## src/rtl/stream_src_ctrl.sv

```systemverilog
// Source sequencer for the CDC buffer write side: picks the Fibonacci or timer
// producer, absorbs one late word in a skid register and drains before idling.
module stream_src_ctrl #(
  parameter int unsigned MAX_WORDS = 0,
  parameter int unsigned W         = 16
) (
  input  logic         clk,
  input  logic         rst,
  input  logic         start_f,
  input  logic         start_t,
  input  logic         stop,
  input  logic         f_valid,
  input  logic [W-1:0] f_out,
  input  logic         t_valid,
  input  logic [W-1:0] t_out,
  input  logic         buffer_full,
  input  logic         buffer_empty,
  input  logic         data_2_valid,
  output logic         f_en,
  output logic         t_en,
  output logic         data_1_en,
  output logic [W-1:0] data_1,
  output logic [1:0]   mode,
  output logic         busy,
  output logic [15:0]  word_cnt,
  output logic         drop
);

  localparam int unsigned CW       = 16;
  localparam logic [CW-1:0] CNT_MAX = {CW{1'b1}};
  localparam logic [CW-1:0] LIMIT   = CW'(MAX_WORDS);
  localparam logic          LIMIT_ON = (MAX_WORDS != 0);

  localparam logic [2:0] S_IDLE   = 3'd0;
  localparam logic [2:0] S_RUN_F  = 3'd1;
  localparam logic [2:0] S_RUN_T  = 3'd2;
  localparam logic [2:0] S_WAIT_F = 3'd3;
  localparam logic [2:0] S_WAIT_T = 3'd4;
  localparam logic [2:0] S_DRAIN  = 3'd5;

  localparam logic [1:0] M_IDLE = 2'd0;
  localparam logic [1:0] M_FIB  = 2'd1;
  localparam logic [1:0] M_TMR  = 2'd2;

  logic [2:0]    r_state;
  logic          r_skid_vld;
  logic [W-1:0]  r_skid_data;
  logic          r_data_1_en;
  logic [W-1:0]  r_data_1;
  logic [CW-1:0] r_word_cnt;
  logic          r_drop;
  logic [1:0]    r_mode;
  logic          r_f_en;
  logic          r_t_en;
  logic          r_busy;

  logic [2:0]    w_state_nxt;
  logic          w_live_vld;
  logic [W-1:0]  w_live_data;
  logic          w_running;
  logic          w_emit;
  logic [W-1:0]  w_emit_data;
  logic          w_skid_vld_nxt;
  logic [W-1:0]  w_skid_data_nxt;
  logic          w_drop_set;
  logic          w_clear;
  logic [CW-1:0] w_cnt_inc;
  logic [CW-1:0] w_cnt_nxt;
  logic          w_drop_nxt;
  logic [1:0]    w_mode_nxt;

  // State and registered outputs
  always_ff @(posedge clk) begin
    if (rst) begin
      r_state     <= S_IDLE;
      r_skid_vld  <= 1'b0;
      r_skid_data <= '0;
      r_data_1_en <= 1'b0;
      r_data_1    <= '0;
      r_word_cnt  <= '0;
      r_drop      <= 1'b0;
      r_mode      <= M_IDLE;
      r_f_en      <= 1'b0;
      r_t_en      <= 1'b0;
      r_busy      <= 1'b0;
    end else begin
      r_state     <= w_state_nxt;
      r_skid_vld  <= w_skid_vld_nxt;
      r_skid_data <= w_skid_data_nxt;
      r_data_1_en <= w_emit;
      if (w_emit) begin
        r_data_1 <= w_emit_data;
      end
      r_word_cnt  <= w_cnt_nxt;
      r_drop      <= w_drop_nxt;
      r_mode      <= w_mode_nxt;
      r_f_en      <= (w_state_nxt == S_RUN_F);
      r_t_en      <= (w_state_nxt == S_RUN_T);
      r_busy      <= (w_state_nxt != S_IDLE);
    end
  end

  // Write path, next state and next output values
  always_comb begin
    w_live_vld      = 1'b0;
    w_live_data     = '0;
    w_emit          = 1'b0;
    w_emit_data     = r_data_1;
    w_skid_vld_nxt  = r_skid_vld;
    w_skid_data_nxt = r_skid_data;
    w_drop_set      = 1'b0;
    w_clear         = 1'b0;
    w_state_nxt     = r_state;
    w_mode_nxt      = r_mode;

    // Only the active source is observed; r_mode is 0 in IDLE
    if (r_mode == M_FIB) begin
      w_live_vld  = f_valid;
      w_live_data = f_out;
    end else if (r_mode == M_TMR) begin
      w_live_vld  = t_valid;
      w_live_data = t_out;
    end

    w_running = (r_state == S_RUN_F) || (r_state == S_RUN_T);

    if (r_skid_vld) begin
      if (!buffer_full) begin
        w_emit         = 1'b1;
        w_emit_data    = r_skid_data;
        w_skid_vld_nxt = w_live_vld;
        if (w_live_vld) begin
          w_skid_data_nxt = w_live_data;
        end
      end else if (w_live_vld) begin
        w_drop_set = 1'b1;
      end
    end else if (w_live_vld) begin
      if (!buffer_full && w_running) begin
        w_emit      = 1'b1;
        w_emit_data = w_live_data;
      end else begin
        w_skid_vld_nxt  = 1'b1;
        w_skid_data_nxt = w_live_data;
      end
    end

    w_cnt_inc = (w_emit && (r_word_cnt != CNT_MAX)) ? r_word_cnt + CW'(1) : r_word_cnt;

    case (r_state)
      S_IDLE: begin
        if (start_f) begin
          w_state_nxt = S_RUN_F;
          w_clear     = 1'b1;
        end else if (start_t) begin
          w_state_nxt = S_RUN_T;
          w_clear     = 1'b1;
        end
      end
      S_RUN_F, S_RUN_T: begin
        if (stop) begin
          w_state_nxt = S_DRAIN;
        end else if (buffer_full) begin
          w_state_nxt = (r_state == S_RUN_F) ? S_WAIT_F : S_WAIT_T;
        end else if (LIMIT_ON && w_emit && (w_cnt_inc == LIMIT)) begin
          w_state_nxt = S_DRAIN;
        end
      end
      S_WAIT_F: begin
        if (stop) begin
          w_state_nxt = S_DRAIN;
        end else if (!buffer_full) begin
          w_state_nxt = S_RUN_F;
        end
      end
      S_WAIT_T: begin
        if (stop) begin
          w_state_nxt = S_DRAIN;
        end else if (!buffer_full) begin
          w_state_nxt = S_RUN_T;
        end
      end
      S_DRAIN: begin
        // A word landing in the skid this cycle keeps us draining
        if (!w_skid_vld_nxt && buffer_empty && !data_2_valid) begin
          w_state_nxt = S_IDLE;
        end
      end
      default: w_state_nxt = S_IDLE;
    endcase

    w_cnt_nxt  = w_clear ? '0 : w_cnt_inc;
    w_drop_nxt = w_clear ? 1'b0 : (r_drop | w_drop_set);

    case (w_state_nxt)
      S_RUN_F, S_WAIT_F: w_mode_nxt = M_FIB;
      S_RUN_T, S_WAIT_T: w_mode_nxt = M_TMR;
      S_DRAIN:           w_mode_nxt = r_mode;
      default:           w_mode_nxt = M_IDLE;
    endcase
  end

  assign f_en      = r_f_en;
  assign t_en      = r_t_en;
  assign data_1_en = r_data_1_en;
  assign data_1    = r_data_1;
  assign mode      = r_mode;
  assign busy      = r_busy;
  assign word_cnt  = r_word_cnt;
  assign drop      = r_drop;

endmodule

```

## config.mk

```make
export PLATFORM = sky130hd
export DESIGN_NAME = stream_src_ctrl
export DESIGN_NICKNAME = d
export VERILOG_FILES = /design/src/rtl/stream_src_ctrl.sv
export SDC_FILE = /design/constraint.sdc
export NUM_CORES = 1
export LEC_CHECK = 0
export BUFFER_PORTS_ARGS = -buffer_cell sky130_fd_sc_hd__buf_4
export CAP_MARGIN = 20
export CELL_PAD_IN_SITES_DETAIL_PLACEMENT = 2
export CELL_PAD_IN_SITES_GLOBAL_PLACEMENT = 2
export CORE_ASPECT_RATIO = 1.25
export CORE_MARGIN = 4
export CORE_UTILIZATION = 28
export DETAILED_ROUTE_END_ITERATION = 8
export GPL_TIMING_DRIVEN = 1
export MAX_ROUTING_LAYER = met4
export PLACE_DENSITY_LB_ADDON = 0.1
export SYNTH_ARGS = -nofsm -noshare
export SYNTH_HDL_FRONTEND = slang
export SYNTH_SLANG_ARGS = --single-unit
```

## constraint.sdc

```tcl
create_clock -name clk -period 3.3 [get_ports clk]
set_clock_uncertainty 0.15 [all_clocks]
set_input_delay 0.33 -clock clk [delete_from_list [all_inputs] [get_ports clk]]
set_output_delay 0.33 -clock clk [all_outputs]
set_load 0.03 [all_outputs]
```

==> impl.org <==
** Critical path
- Arr. time, crit path :: 2290 ps
- Walking the worst path, the cells encountered are and3b_1 -> o211ai_4 -> buf_4 -> nand2_1 -> nand2_1 -> a21oi_1.
- Counting both buffers and inverters, the worst setup path holds a total of 1.
- Crit Path Max Fanout :: 22
- Grouping stages by cell kind, the critical path spends the most delay in simple AND/OR/NAND/NOR gates.
- Required time of the worst setup path :: about 3400 ps
- Across all register-to-register paths, the minimum setup slack is ~1100 ps.
- The setup path with the least slack is of type register to register.
- Cell type of the slowest stage on the worst timing path :: dfxtp_1
- The largest single stage delay on the critical path is 400 ps.
- Crit path launch type :: register
- Type of element capturing the critical path :: register
- Among the stages of the critical path, the cell type that occurs most often is nand2_1.

** Yosys
- Yosys printed 0 warnings.
- After Yosys synthesis, full adders, half adders and majority gates account for 0.440% of the synthesized area.
- Sequential cells were found to cover approximately 41% of the synthesized design area.
- Cell taking the most area after synthesis :: dfxtp_1
- Share of synthesized flip-flops with an asynchronous set or reset :: 0%
- Synthesized area :: 2850 um^2
- Mux contribution to synthesized area :: 0.703%
- Synth Area in Compound Gates :: 27.4%
- Proportion of netlist area held by the largest area contributor :: about two fifths
- After synthesis, the largest family of logic cells by area is compound AO/OA/AOI/OAI gates.
- In this run, synthesis produced a sequential element count of 59.
- In the synthesized netlist the dominant register cell turns out to be dfxtp_1.
- In the synthesized netlist, the cells that appear most often are dfxtp_1, nand2_1, nor2_1, a21oi_1, nand3_1.
- By area the synthesized netlist is led by dfxtp_1, nand2_1, a211oi_1.
- Summing the areas of all xor and xnor instances in the mapped netlist gives 2.20% of the synthesized area.
- Number of unique standard cell types used by synthesis :: 48
- In the post-synthesis netlist, the cell with the most instances is dfxtp_1.
- A synthesized cell averages ~8.2 um^2.
- Net count after synthesis :: 389
- Synth Area in Simple Gates :: roughly 23%
- Synthesis produced 346 cells.
- Yosys mapped a number of flops with a built-in enable equal to 0.

** Place
- After legalization and detailed placement, the total HPWL measured 6740 um.
- Place WS :: 979 ps
- PortBufs :: 80
- Gp weighted congestion :: 0.725

** CTS
- CTS root buffer :: clkbuf_16
- Depth of the CTS H-tree :: 3
- TritonCTS built the clock tree.
- After clock tree synthesis, the repair step resized 0 gates.
- Buffers from clock root to sink, at most :: 2
- Clock-pin slew was measured on the worst setup and hold paths at 60 ps.
- Number of buffers inserted by post-CTS setup repair :: 0
- For this design, the sink count on the clock tree is 59.
- The later pin in the worst-skew pair is clocked with a latency of 330 ps.
- Total of hold buffers inserted after clock tree synthesis :: 0
- Cts bufs inserted :: 9

** GRT
- met2 is the most crowded layer.
- GRT met1 Usage :: ~18%
- The initial antenna violation count is 0.
- In the global route stage, met2 resource usage came out at a little under a third.
- For this run the aggregate overflow at the end of global routing stands at 0.
- First-pass GRT wire length :: 15600 um
- Pin count of the biggest net entering global routing :: 45
- Number of global-route vias before repair :: 3093
- Global routing consumed, on the met3 layer, 3.29% of the routing resources.
- Total routing resource utilization after global routing :: 16.9%

** Final layout
- Fraction of layout instances using a drive strength above 1 :: 25.8%
- In the final design database the tool counted 460 nets.
- The filler cells instantiated in the layout total 1117.
- The multi-input combinational cells in the finished layout cover a total of 1530 um^2.
- Relative to the synthesized area, the layout overhead comes to 36.7%.
- Final core utilization :: between 30% and 40%
- 0 antenna diodes ended up in the layout.
- In the final layout, flip-flops and latches occupy 1180 um^2.

** Power
- Portion of total power attributed to combinational logic :: 20.2%
- In this run, flip-flops and latches consume 34.4% of the power.
- In this run, the clock network consumes 45.4% of the power.
- Power after layout :: approximately 0.0024 W
- Power density cells :: 618 nW/um^2
- Psw :: approximately 0.00069 W
- Internal power comes to 0.00172 W.
- Leak Pwr :: 1.50 nW
- Switching part of the total power :: between 20% and 30%
- Max rail drop VDD :: 243 uV

** Route
- DRC Markers :: 0
- In the routed layout, each cell is associated on average with a via count of approximately 5.2.
- Summing over every cut layer, the via total after detailed routing is 2875.
- Number of detailed-routing iterations run before antenna repair :: 4
- Count of routing violations after the opening detailed-route iteration :: 144
- Wires add up to 9440 um.
- After detailed routing, the average wire length per cell comes to 17.2 um.
- The count of nets left with antenna violations once routing finished came out at 0.

** Floorplanning
- Once the floorplan was initialized, standard cells occupied 29.2% of the core.
- Pin placement for this block handled 81 I/O pins.
- The die covers between 10000 and 15000 um^2.
- Die width :: 98.2 um
- Area of the core region :: 9760 um^2
- In this run the vertical extent of the chip is 121 um.
- Number of cell rows :: 40

** Timing
- Max frequency :: roughly 0.45 GHz
- On the final layout, the worst hold slack is 258 ps.
- Actual slew at the worst max-slew pin :: 622 ps
- Number of pins with negative max-slew slack in the final report :: 0
- Unrepaired setup endpoints after global routing :: no
- TNS Setup :: 0 ps
- For the finished layout, the period the worst path requires is 2240 ps.
- Final Hold Violating Endpoints :: 0
- Share of the cycle needed by the critical path after routing :: between 60% and 70%
- In the post-route analysis, the smallest setup slack over all paths is 1060 ps.
- In this run the tightest slew margin relative to its limit is between 50% and 60%.
- Final setup violation count :: 0

** Worst hold path
- Class of the tightest hold or removal check :: primary input to register

** Flow run
- Number of max-capacitance violations reported :: 0

** Status
- Status :: complete, no violations
-- flip-flops by register name, indices dropped and copies added, names as in the netlist --
name	count
busy	1
word_cnt	16
data_1	16
t_en	1
f_en	1
r_state	3
data_1_en	1
r_skid_vld	1
mode	2
drop	1
r_skid_data	16
-- final cells by class --
cell class,instances,share of cell area [%]
Tap cell,126,4.05
Timing Repair Buffer,86,16.6
Multi-Input combinational cell,253,39.4
Clock inverter,5,2.57
Clock buffer,11,6.24
Inverter,8,0.772
Sequential cell,59,30.4
-- worst reg2reg max path: cells and delay by family (launching register included) --
kind,cells,cell delay [ps]
simple gates,3,890
flops,1,400
compound gates,2,360
buf+inv,1,310
-- power by group through the flow --
stage | sequential, W | clock, W | combinational, W
2_1_floorplan | 0.000853 | 0 | 0.000310
3_3_place_gp | 0.000838 | 0 | 0.000482
5_1_grt | 0.000836 | 0.00115 | 0.000550
4_1_cts | 0.000829 | 0.00111 | 0.000499
3_5_place_dp | 0.000843 | 0 | 0.000494
6_report | 0.000828 | 0.00109 | 0.000486
-- logic make-up after synthesis --
family,Yosys count
fa+ha+maj,1
simple gates,134
buf+inv,34
mux,2
compound gates,111
flops,59
xor+xnor,5
-- routing by layer --
metal / wire [um] / share of wire, % / up-vias
met5: 0 / 0 / -
met4: 154 / 1.6 / 0
met3: 367 / 3.9 / 14
met2: 5160 / 55 / 55
met1: 3760 / 40 / 1413
li1: - / - / 1393
-- cells in the final DEF (no fill, tap or decap), types with 5 or more instances in the layout --
master	instances
nor2_1	33
buf_4	86
nand2_1	42
nand3_1	27
dfxtp_1	59
a211oi_1	20
a21oi_1	30
o21ai_0	11
nor2b_1	5
a21o_1	6
o21ai_1	5
inv_1	8
a22oi_1	16
clkbuf_16	9
-- through the flow --
| step | instances | area (um^2) |
|---|---|---|
| after CTS | 548 | 3890 |
| final | 548 | 3890 |
| after floorplan | 346 | 2850 |
| after global routing | 548 | 3890 |
| after detailed placement | 532 | 3550 |
| after global placement | 532 | 3550 |
-- worst paths after layout --
| check | start | end | depth (start not counted) |
|---|---|---|---|
| worst min-delay path | t_out[9] | r_skid_data[9] | 3 |
| worst max-delay path | mode[1] | data_1[9] | 6 |
| worst max register to register | mode[1] | data_1[9] | 6 |
| worst min register to register | data_1[11] | data_1[11] | 2 |
(Power assumes the default switching activity.)
